File: src/rtl/fpu_float_to_int_seq.sv
// IEEE-754 single-precision to signed 32-bit integer converter (round-to-nearest-even).
// Normal operands are aligned one bit per cycle; specials resolve in a single cycle.
module fpu_float_to_int_seq #(
  parameter int unsigned MAX_RSHIFT = 25
) (
  input  logic        i_clk,
  input  logic        i_rst_n,
  input  logic        i_valid,
  output logic        o_ready,
  input  logic [31:0] i_a,
  output logic        o_valid,
  input  logic        i_ready,
  output logic [31:0] o_int,
  output logic        o_invalid,
  output logic        o_inexact
);

  localparam int unsigned WORD_W = 32;
  localparam int unsigned EXP_W  = 8;
  localparam int unsigned FRAC_W = 23;
  localparam int unsigned CNT_W  = 5;

  // Exponent field where the integer LSB sits at the significand LSB (127 + 23).
  localparam logic [EXP_W-1:0]  EXP_ALIGN = EXP_W'(150);
  // Exponent field at which |value| >= 2^31 (127 + 31).
  localparam logic [EXP_W-1:0]  EXP_SAT   = EXP_W'(158);
  localparam logic [EXP_W-1:0]  EXP_MAX   = '1;
  localparam logic [WORD_W-1:0] INT_MAX   = 32'h7FFF_FFFF;
  localparam logic [WORD_W-1:0] INT_MIN   = 32'h8000_0000;
  localparam logic [WORD_W-1:0] FLT_MIN31 = 32'hCF00_0000;

  typedef enum logic [1:0] {
    S_IDLE  = 2'd0,
    S_SHIFT = 2'd1,
    S_ROUND = 2'd2,
    S_DONE  = 2'd3
  } state_e;

  state_e              state_q,   state_d;
  logic                sign_q,    sign_d;
  logic                left_q,    left_d;
  logic [WORD_W-1:0]   mag_q,     mag_d;
  logic                guard_q,   guard_d;
  logic                sticky_q,  sticky_d;
  logic [CNT_W-1:0]    cnt_q,     cnt_d;
  logic                valid_q,   valid_d;
  logic [WORD_W-1:0]   int_q,     int_d;
  logic                invalid_q, invalid_d;
  logic                inexact_q, inexact_d;

  logic [EXP_W-1:0]    exp_w;
  logic [FRAC_W-1:0]   frac_w;
  logic [EXP_W-1:0]    rsh_w;
  logic                is_nan_w;
  logic                is_zero_w;
  logic                is_sub_w;
  logic                is_min_w;
  logic                is_big_w;
  logic                round_up_w;
  logic [WORD_W-1:0]   mag_rnd_w;

  // Operand field decode, only meaningful in IDLE.
  always_comb begin
    exp_w     = i_a[30:23];
    frac_w    = i_a[22:0];
    rsh_w     = EXP_ALIGN - exp_w;
    is_nan_w  = (exp_w == EXP_MAX) && (frac_w != '0);
    is_zero_w = (exp_w == '0) && (frac_w == '0);
    is_sub_w  = (exp_w == '0) && (frac_w != '0);
    is_min_w  = (i_a == FLT_MIN31);
    is_big_w  = (exp_w >= EXP_SAT);
  end

  // Round-to-nearest-even on the aligned magnitude.
  always_comb begin
    round_up_w = guard_q & (sticky_q | mag_q[0]);
    mag_rnd_w  = mag_q + WORD_W'(round_up_w);
  end

  always_comb begin
    state_d   = state_q;
    sign_d    = sign_q;
    left_d    = left_q;
    mag_d     = mag_q;
    guard_d   = guard_q;
    sticky_d  = sticky_q;
    cnt_d     = cnt_q;
    valid_d   = valid_q;
    int_d     = int_q;
    invalid_d = invalid_q;
    inexact_d = inexact_q;

    case (state_q)
      S_IDLE: begin
        if (i_valid) begin
          if (is_nan_w) begin
            int_d     = INT_MAX;
            invalid_d = 1'b1;
            inexact_d = 1'b0;
            valid_d   = 1'b1;
            state_d   = S_DONE;
          end else if (is_min_w) begin
            int_d     = INT_MIN;
            invalid_d = 1'b0;
            inexact_d = 1'b0;
            valid_d   = 1'b1;
            state_d   = S_DONE;
          end else if (is_big_w) begin
            int_d     = i_a[31] ? INT_MIN : INT_MAX;
            invalid_d = 1'b1;
            inexact_d = 1'b0;
            valid_d   = 1'b1;
            state_d   = S_DONE;
          end else if (is_zero_w || is_sub_w) begin
            int_d     = '0;
            invalid_d = 1'b0;
            inexact_d = is_sub_w;
            valid_d   = 1'b1;
            state_d   = S_DONE;
          end else begin
            sign_d    = i_a[31];
            mag_d     = {{(WORD_W-FRAC_W-1){1'b0}}, 1'b1, frac_w};
            guard_d   = 1'b0;
            sticky_d  = 1'b0;
            invalid_d = 1'b0;
            inexact_d = 1'b0;
            if (exp_w >= EXP_ALIGN) begin
              left_d = 1'b1;
              cnt_d  = CNT_W'(exp_w - EXP_ALIGN);
            end else begin
              left_d = 1'b0;
              cnt_d  = (rsh_w > EXP_W'(MAX_RSHIFT)) ? CNT_W'(MAX_RSHIFT) : CNT_W'(rsh_w);
            end
            state_d = (cnt_d == '0) ? S_ROUND : S_SHIFT;
          end
        end
      end

      // One alignment step per cycle; bits leaving the LSB feed guard, then sticky.
      S_SHIFT: begin
        if (cnt_q == '0) begin
          state_d = S_ROUND;
        end else begin
          if (left_q) begin
            mag_d = {mag_q[WORD_W-2:0], 1'b0};
          end else begin
            mag_d    = {1'b0, mag_q[WORD_W-1:1]};
            guard_d  = mag_q[0];
            sticky_d = sticky_q | guard_q;
          end
          cnt_d = cnt_q - CNT_W'(1);
          if (cnt_q == CNT_W'(1)) begin
            state_d = S_ROUND;
          end
        end
      end

      S_ROUND: begin
        int_d     = sign_q ? (~mag_rnd_w + WORD_W'(1)) : mag_rnd_w;
        inexact_d = guard_q | sticky_q;
        invalid_d = 1'b0;
        valid_d   = 1'b1;
        state_d   = S_DONE;
      end

      S_DONE: begin
        if (i_ready) begin
          valid_d = 1'b0;
          state_d = S_IDLE;
        end
      end

      default: begin
        state_d = S_IDLE;
        valid_d = 1'b0;
      end
    endcase
  end

  always_ff @(posedge i_clk or negedge i_rst_n) begin
    if (!i_rst_n) begin
      state_q   <= S_IDLE;
      sign_q    <= 1'b0;
      left_q    <= 1'b0;
      mag_q     <= '0;
      guard_q   <= 1'b0;
      sticky_q  <= 1'b0;
      cnt_q     <= '0;
      valid_q   <= 1'b0;
      int_q     <= '0;
      invalid_q <= 1'b0;
      inexact_q <= 1'b0;
    end else begin
      state_q   <= state_d;
      sign_q    <= sign_d;
      left_q    <= left_d;
      mag_q     <= mag_d;
      guard_q   <= guard_d;
      sticky_q  <= sticky_d;
      cnt_q     <= cnt_d;
      valid_q   <= valid_d;
      int_q     <= int_d;
      invalid_q <= invalid_d;
      inexact_q <= inexact_d;
    end
  end

  assign o_ready   = (state_q == S_IDLE);
  assign o_valid   = valid_q;
  assign o_int     = int_q;
  assign o_invalid = invalid_q;
  assign o_inexact = inexact_q;

endmodule
File: config.mk
export PLATFORM = sky130hd
export DESIGN_NAME = fpu_float_to_int_seq
export DESIGN_NICKNAME = d
export VERILOG_FILES = /design/src/rtl/fpu_float_to_int_seq.sv
export SDC_FILE = /design/constraint.sdc
export NUM_CORES = 1
export LEC_CHECK = 0
export ABC_CLOCK_PERIOD_IN_PS = 3250
export CAP_MARGIN = 20
export CORE_ASPECT_RATIO = 0.7
export CORE_MARGIN = 3
export CORE_UTILIZATION = 52
export CTS_CLUSTER_SIZE = 40
export DETAILED_ROUTE_END_ITERATION = 8
export PLACE_DENSITY = 0.88
export SLEW_MARGIN = 20
export SYNTH_ARGS = -nofsm -noshare
export SYNTH_HDL_FRONTEND = slang
export SYNTH_SLANG_ARGS = --single-unit
File: constraint.sdc
create_clock -name i_clk -period 3.25 [get_ports i_clk]
set_clock_uncertainty 0.1 [all_clocks]
set_input_delay 0.65 -clock i_clk [delete_from_list [all_inputs] [get_ports i_clk]]
set_output_delay 0.65 -clock i_clk [all_outputs]
set_load 0.01 [all_outputs]
==> results.md <==
* Port bufs at 71
* Sequential share of the synthesized area at 30.8%
* Pre-antenna DRT Iters at 6
* Status: finished with violations
* Synthesized flop and latch total at 78
* R2R depth at 13
* Largest net degree at the start of global routing at 79
* Synthesized Nets at 869
* Number of synthesized flops with an enable pin at 0
* Worst Path Arrival at 3480 ps
* Area Overhead vs Synth at 34.3%
* Warnings, synthesis at 0
* Switch Pwr at 3.72 mW
* # diodes at 0
* Utilization after layout at 72.2%
* Initial Utilization at 53.7%
* Num rows at 33
* DRC viols at 0
* Final setup fails at 5
* Final Cycle Share at 103%
* Post-Synthesis Cells at 815
* Routability cong. at 0.953
* CTS Root Cell: clkbuf_16
* RSZ-0062 raised after global routing: yes
* Min cycle time layout at 3330 ps
* Comb pwr share at 62.9%
* Die Wd at 138 um
* Clock slew at reported path FFs at 60 ps
* Worst Max-Slew Pin Slew at 994 ps
* Switching share of power at 46.8%
* Max VDD drop at 0.000491 V
* Yosys cell types at 79
* Final Non-Filler Cells at 1,114
* Clk buf depth at 2
* Clock H-tree levels at 3
* Die height at 98.4 um
* Final ANT Viol Nets at 0
* Clock share of power at 12.3%
* Total gr overflow at 0
* CTS Buf Count at 9
* I/O pins at 72
* Int Pwr at 4.23 mW
* Critical Path RT at 3390 ps
* Initial DRC Count at 637
* Pre-CTS setup slack at -535 ps
* Post-Syn Area at 6340 um2
* First-pass GRT wire length at 30.9 mm
* Nets at 1,008
* Maximum fanout along the worst path at 6
* Via count at 6,725
* Crit start category: register
* Mean Syn Cell Area at 7.79 um2
* Ys async rst share at 100%
* Hold Path Class: in -> async
* Fmax at 300 MHz
* Most frequent cell after synthesis: nand2_1
* Slew Limit Fails at 0
* Vias in the first global route at 6,191
* Seq pwr share at 24.8%
* Slew HR at 33.7%
* Max-Cap Viols at 0
* Worst-Skew Late Latency at 340 ps
* Most frequent cells after synthesis: nand2_1 (110), o21ai_0 (84), nor2_1 (81)
* Hold-fix buffers, CTS at 0
* Leakage at 3.49 nW
* Initial antenna violation count at 0
* P per Cell Area at 933 nW/um2
* Total track usage at 27.3%
* Synth area leaders: dfrtp_1 (31%), o21ai_0 (6.6%), nand2_1 (6.5%)
* Final Hold Fails at 0
* Post-synth top area share at 30.8%
* Die Area at 13,600 um2
* Final setup margin at -83.0 ps
* WL final at 19.9 mm
* Ys flop type: dfrtp_1
* CTS Sinks at 78
* Via density at 6.04
* WL per Instance at 17.8 um
* Post-Place Cells at 1,093
* Type of destination of the critical path: register
* DP Wirelength at 14.1 mm
* Yosys top cell by area: dfrtp_1
* Failing checks: setup timing
* Fraction of layout cells with a size suffix above 1 at 21.9%
* Setup CP Type: reg -> reg
* CTS tree: yes
* Core region area at 11,800 um2
sequential cells by signal, summed over array words and instances (netlist names):
signal,count
mag_q,32
sign_q,1
left_q,1
state_q,2
o_int,32
o_inexact,1
o_valid,1
o_invalid,1
cnt_q,5
sticky_q,1
guard_q,1
power groups by stage:
stage / Clock [mW] / Sequential, mW / Combinational, mW
after global routing: 1.03 / 2.02 / 5.42
after CTS: 0.989 / 1.93 / 4.68
after global placement: 0 / 1.91 / 4.41
after detailed placement: 0 / 1.94 / 4.57
final: 0.981 / 1.97 / 5.00
after floorplan: 0 / 1.79 / 3.03
per-stage QoR:
stage / cell area [um2] / setup TNS, ps / hold WS, ps / total power [mW]
floorplan: 6370 / -128 / 254 / 4.82
global placement: 7900 / -6320 / 378 / 6.32
detailed placement: 7900 / -11230 / 386 / 6.51
CTS: 8240 / -80.3 / 398 / 7.60
global route: 8520 / -1050 / 412 / 8.47
finish: 8520 / -287 / 376 / 7.96
layout by cell type (no fill, tap or decap), types with 6 or more instances in the layout:
cell / instances
a21oi_1: 37
a21oi_2: 8
a31oi_1: 8
and2_1: 9
and3_1: 7
buf_4: 117
clkbuf_16: 9
clkdlybuf4s50_1: 68
dfrtp_1: 78
ha_1: 15
inv_1: 15
mux2_2: 9
mux2i_1: 27
nand2_1: 107
nand2b_1: 10
nand3_1: 33
nand4_1: 14
nor2_1: 81
nor3_1: 17
nor4_1: 9
o21ai_0: 79
o2bb2ai_1: 6
o31ai_1: 8
xnor2_1: 36
xnor2_2: 6
xor2_1: 17
cell families after synthesis:
family                     count (synthesis)  synth area share [%]
AOI/OAI and AO/OA                        208                  20.0
xor gates and xnor gates                  60                  8.28
adders and majority gates                 19                  3.71
buffers and inverters                     79                  5.30
DFF                                       78                  30.8
muxes                                     37                  6.01
and+or+nand+nor                          334                  25.9
worst max-delay path, cell delays in order (launching register included):
cell and delay [ps]:
dfrtp_1 360, o21a_1 140, ha_2 190, ha_4 180, buf_4 140, nand4_1 250, nor4_4 280, mux2i_2 360
o21ba_2 220, o211ai_1 200, or2_4 240, o21ai_1 120, o211a_1 250, nor3_1 190
cell type report:
cell class                 count  area [um2]
timing repair buffer         192        1670
clock buffer                   9         225
fill                         892        3290
tap                          157         196
clock inverter                 5        52.6
sequential                    78        1950
inverter                      15        56.3
multi-input combinational    658        4370
metal layers:
layer | share of wire (%) | global-route usage [%]
met5 | 0 | 0
met4 | 1.5 | 7.06
met3 | 10 | 6.35
met2 | 44 | 40.1
met1 | 45 | 40.8
worst paths after layout:
check | from | end | slack [ps]
min in group i_clk | o_int[18]$_DFFE_PN0P_ | o_int[18]$_DFFE_PN0P_ | 390
max | sticky_q$_DFFE_PN0P_ | o_int[24]$_DFFE_PN0P_ | -80
min | i_rst_n | o_int[23]$_DFFE_PN0P_ | 380
max in group asynchronous | i_rst_n | mag_q[8]$_DFFE_PN0P_ | 2040
max reg2reg | sticky_q$_DFFE_PN0P_ | o_int[24]$_DFFE_PN0P_ | -80
min reg2reg | o_int[18]$_DFFE_PN0P_ | o_int[18]$_DFFE_PN0P_ | 390
timing repair:
action | CTS | global route
setup buffers | 0 | 7
resized for setup | 18 | 43
endpoints found under the setup margin | 13 | 18
hold endpoints to repair | 0 | 0
pin swaps | 4 | 22
Power figures use the tool's default switching activity.
